[config.mk]
export PLATFORM = sky130hd
export DESIGN_NAME = demux_1x2_stream
export DESIGN_NICKNAME = d
export VERILOG_FILES = /design/src/rtl/demux_1x2_stream.sv
export SDC_FILE = /design/constraint.sdc
export NUM_CORES = 1
export LEC_CHECK = 0
export BUFFER_PORTS_ARGS = -buffer_cell sky130_fd_sc_hd__buf_2
export CAP_MARGIN = 25
export CORE_UTILIZATION = 45
export CTS_CLUSTER_SIZE = 8
export DETAILED_ROUTE_END_ITERATION = 6
export GPL_ROUTABILITY_DRIVEN = 0
export GPL_TIMING_DRIVEN = 0
export PLACE_DENSITY = 0.78
export REMOVE_ABC_BUFFERS = 1
export SYNTH_ARGS = -nofsm -noshare
export SYNTH_HDL_FRONTEND = slang
export SYNTH_SLANG_ARGS = --single-unit
[constraint.sdc]
create_clock -name CLK -period 4.25 [get_ports CLK]
set_clock_uncertainty 0.2 [all_clocks]
set_input_delay 1.0625 -clock CLK [delete_from_list [all_inputs] [get_ports CLK]]
set_output_delay 1.0625 -clock CLK [all_outputs]
set_load 0.02 [all_outputs]
[src/rtl/demux_1x2_stream.sv]
// Purpose : registered 1-to-2 stream demultiplexer; each word on A is steered by SEL
//           into one of two independent one-entry output slots with valid/ready.
// Latency : 1 cycle (word accepted at edge k is valid on Yn after edge k).
// Backpressure: A_READY depends only on the selected slot; a full slot whose consumer
//           is ready can be reloaded in the same cycle, so there is no bubble.
//
// Ports:
//   CLK, RST              clock, synchronous active-high reset
//   A, SEL, A_VALID       input word, destination select (0 -> Y0, 1 -> Y1), valid
//   A_READY               input accepted this cycle (combinational)
//   Y0/Y0_VALID/Y0_READY  destination 0 data and handshake
//   Y1/Y1_VALID/Y1_READY  destination 1 data and handshake
//   CNT0, CNT1            wrapping counts of words delivered on each port
module demux_1x2_stream #(
    parameter int WIDTH = 8,
    parameter int CNTW  = 8
) (
    input  logic             CLK,
    input  logic             RST,
    input  logic [WIDTH-1:0] A,
    input  logic             SEL,
    input  logic             A_VALID,
    output logic             A_READY,
    output logic [WIDTH-1:0] Y0,
    output logic             Y0_VALID,
    input  logic             Y0_READY,
    output logic [WIDTH-1:0] Y1,
    output logic             Y1_VALID,
    input  logic             Y1_READY,
    output logic [CNTW-1:0]  CNT0,
    output logic [CNTW-1:0]  CNT1
);

    typedef enum logic {
        SLOT_EMPTY = 1'b0,
        SLOT_FULL  = 1'b1
    } slot_e;

    slot_e            state_q [2];
    slot_e            state_d [2];
    logic [WIDTH-1:0] dat_q   [2];
    logic [WIDTH-1:0] dat_d   [2];
    logic [CNTW-1:0]  cnt_q   [2];
    logic [CNTW-1:0]  cnt_d   [2];

    logic             out_rdy [2];
    logic             deliver [2];
    logic             load    [2];
    logic             sel_free;
    logic             accept;

    // Gather the per-port consumer readies so both slots share one code path.
    always_comb begin
        out_rdy[0] = Y0_READY;
        out_rdy[1] = Y1_READY;
    end

    // The selected slot can take a word if it is empty or is being drained this
    // cycle. The other slot never participates, so one stalled consumer cannot
    // block traffic to the other.
    always_comb begin
        sel_free = (state_q[SEL] == SLOT_EMPTY) || out_rdy[SEL];
        A_READY  = !RST && sel_free;
        accept   = A_VALID && A_READY;
        load[0]  = accept && !SEL;
        load[1]  = accept &&  SEL;
    end

    always_comb begin
        for (int n = 0; n < 2; n++) begin
            deliver[n] = (state_q[n] == SLOT_FULL) && out_rdy[n];
        end
    end

    // Next-state for each slot. A load always wins over a delivery, which is what
    // keeps Yn_VALID continuously high on a same-cycle drain and refill.
    always_comb begin
        for (int n = 0; n < 2; n++) begin
            state_d[n] = state_q[n];
            dat_d[n]   = dat_q[n];
            cnt_d[n]   = cnt_q[n];

            case (state_q[n])
                SLOT_EMPTY: begin
                    if (load[n]) begin
                        state_d[n] = SLOT_FULL;
                    end
                end
                SLOT_FULL: begin
                    if (deliver[n] && !load[n]) begin
                        state_d[n] = SLOT_EMPTY;
                    end
                end
                default: begin
                    state_d[n] = SLOT_EMPTY;
                end
            endcase

            // Data only changes on a load, so it is bit-stable while stalled and
            // keeps its last value once the slot drains.
            if (load[n]) begin
                dat_d[n] = A;
            end

            if (deliver[n]) begin
                cnt_d[n] = cnt_q[n] + {{(CNTW-1){1'b0}}, 1'b1};
            end
        end
    end

    always_ff @(posedge CLK) begin
        if (RST) begin
            for (int n = 0; n < 2; n++) begin
                state_q[n] <= SLOT_EMPTY;
                dat_q[n]   <= '0;
                cnt_q[n]   <= '0;
            end
        end else begin
            for (int n = 0; n < 2; n++) begin
                state_q[n] <= state_d[n];
                dat_q[n]   <= dat_d[n];
                cnt_q[n]   <= cnt_d[n];
            end
        end
    end

    always_comb begin
        Y0       = dat_q[0];
        Y1       = dat_q[1];
        Y0_VALID = (state_q[0] == SLOT_FULL);
        Y1_VALID = (state_q[1] == SLOT_FULL);
        CNT0     = cnt_q[0];
        CNT1     = cnt_q[1];
    end

endmodule
==> impl_metrics.ini <==
[status]
status = finished clean

[yosys]
yosysWarnings = 0
synth_seq_area_share_pct = 47.7
synth-main-ff-cell = dfxtp_1
synthTopCellsByArea = dfxtp_1 (48%), a21oi_1 (11%), nand3_1 (7.7%)
synth-async-reset-ratio_pct = 0
synth_area_per_cell_sq_um = 8.54
synth_cells = 167
yosys-top-cells-count = dfxtp_1 (34), a21oi_1 (30), nand3_1 (22), o21ai_0 (17), clkbuf_1 (8)
synth_top_cell_area_share_pct = 47.7
ys_types = 27
synth-edff-count = 0
synth_area_leader_cell = dfxtp_1
ys_seq_elements = 34
netlist_area_sq_mm = 0.00143
synth.most_common_cell = dfxtp_1

[detailed_routing]
drc = 0
maxUsedRoutingLayer = met4
dr.pass1.iters = 4
wl_met2_mm = 1.45
vias = 1394
met1_length_mm = 1.46
wire_per_inst_um = 12.2
wl_met3_um = 188
vias_per_cell = 5.40
wirelength_mm = 3.15
ant_nets = 0
drt_iter0_drc = 37

[die]
core_area_sq_mm = 0.00303
die_height_um = 58.3
dieWidth_um = 58.3
start_util_pct = 47.1
rows = 20
num_io_pins = 49
die_area_sq_mm = 0.00340

[sta]
hold-worst-slack_ns = 0.278
min_period_ns = 3.20
tightest_slew_ns = 0.694
slew_headroom_pct = 53.7
tns_ns = 0
fmax_mhz = 312
hold_viol_final = 0
finalMaxSlewViolations = 0
rsz0062_at_grt = false
period_share_pct = 75.3
setup_viol = 0

[grt]
grt_pass1_wl_mm = 5.07
overflow = 0
grt_max_degree = 40
grt_pass1_vias = 1184
grt_use_total_pct = 19.8
antenna_found_initial = 0

[critical_path]
worst-r2r-setup-slack_ns = 2.68
r2r_cells = 3
cp.required_ns = 2.99
rr_endpoint = cnt_q[0][5]
crit_path_start_kind = input pin
path_max_fanout = 10
crit_path_end_kind = primary output
critPathArrivalTime_ns = 1.94
r2r-start = state_q[0]
worstSetupPathType = input pin to primary output

[final_layout]
drive_gt1_share_pct = 28.0
multi_input_area_sq_um = 697
area_growth_pct = 22.5
fillCellCount = 309
antennaDiodeCount = 0
seqCellArea_sq_um = 681
num-nets-final = 229

[place]
io_buffers = 48
hpwl_mm = 2.19

[run]
maxCapViolations = 0

[power_and_ir_drop]
worst_ir_drop_vdd_v = 0.000241
pwr_density_cell_mw_per_mm2 = 321
p_leak_uw = 0.000713

[clock_network]
post_cts_buffers = 0
cts_tree = done
clk_pin_slew_ns = 0.10
clock-sinks = 34
ctsLongestPathBuffers = 2
cts_resized = 0
cts_hold_buffers = 0
clk_latency_ns = 0.33
cts.htree.levels = 2
numCtsBuffers = 5
cts_root_buffer = clkbuf_4

[min_path]
hold_depth = 2
min_path_type = flop to flop
hold_start = dat_q[0][5]
holdPathEnd = dat_q[0][5]
[logic make-up after synthesis]
family                   after synthesis  synth area share [%]
XOR/XNOR                               4                  2.46
flip-flops                            34                  47.7
AO/OA/AOI/OAI                         57                  20.9
adder cells (fa/ha/maj)                2                  1.75
AND/OR/NAND/NOR                       57                  23.8
buffers and inverters                 13                  3.42
[stage by stage]
stage	total power (uW)	cells	worst slack, ns	utilization [%]	area [sq um]
finish	560	258	1.05	57.7	1750
global route	591	258	0.967	57.7	1750
CTS	568	258	1.04	57.7	1750
detailed placement	383	250	1.05	55.7	1690
global placement	383	250	1.05	55.7	1690
floorplan	359	158	1.11	-	1390
[critical path, stage by stage]
cell and delay (ns):
buf_2 0.14, or2b_2 0.38, nor2_1 0.11, a211oi_1 0.05, buf_2 0.19
[worst max-delay path by stage]
stage                         from  endpoint  slack [ns]
after floorplan           Y1_READY   A_READY        1.11
after global placement    Y0_READY   A_READY        1.05
after detailed placement  Y0_READY   A_READY        1.05
after CTS                 Y1_READY   A_READY        1.04
after global routing      Y1_READY   A_READY        0.97
final                     Y0_READY   A_READY        1.05
[power breakdown]
group / internal [uW] / switching [uW] / leakage (uW)
clock network: 80.1 / 104 / 0.0000353
logic: 16.0 / 31.2 / 0.000402
registers: 325 / 4.18 / 0.000275
[sequential cells by signal (all words and copies together) (netlist names)]
register and cells:
cnt_q 16, dat_q 16, state_q 2
[cell usage in the layout, fill, tap and decap left out]
master and instances:
a211oi_1 1, a21oi_1 30, and2b_1 1, and2b_2 1
and3b_1 1, buf_2 48, clkbuf_1 1, clkbuf_4 5
clkbuf_8 1, clkinv_2 1, dfxtp_1 34, ha_1 2
inv_1 4, nand2_1 6, nand3_1 22, nand3b_1 1
nand4_1 4, nand4_2 2, nor2_1 5, nor3b_2 1
o21ai_0 17, o21ai_1 5, o31ai_1 4, or2b_1 1
or2b_2 1, or3_1 6, or3b_1 1, or4_1 4
xnor2_1 2, xor2_1 2
[per-layer routing]
layer | up-vias | GRT usage (%)
li1 | 702 | -
met1 | 649 | 24.8
met2 | 37 | 30.7
met3 | 6 | 7.47
met4 | 0 | 8.16
met5 | - | 0
[layout make-up]
class                   count  area share, %
multi-input cells         120           39.9
well taps                  44           3.15
clock buffers               7           3.15
clock inverters             1          0.286
flip-flops and latches     34           38.9
inverters                   4          0.859
repair buffers             48           13.7
Note: power is estimated with default switching activity, not from simulation.
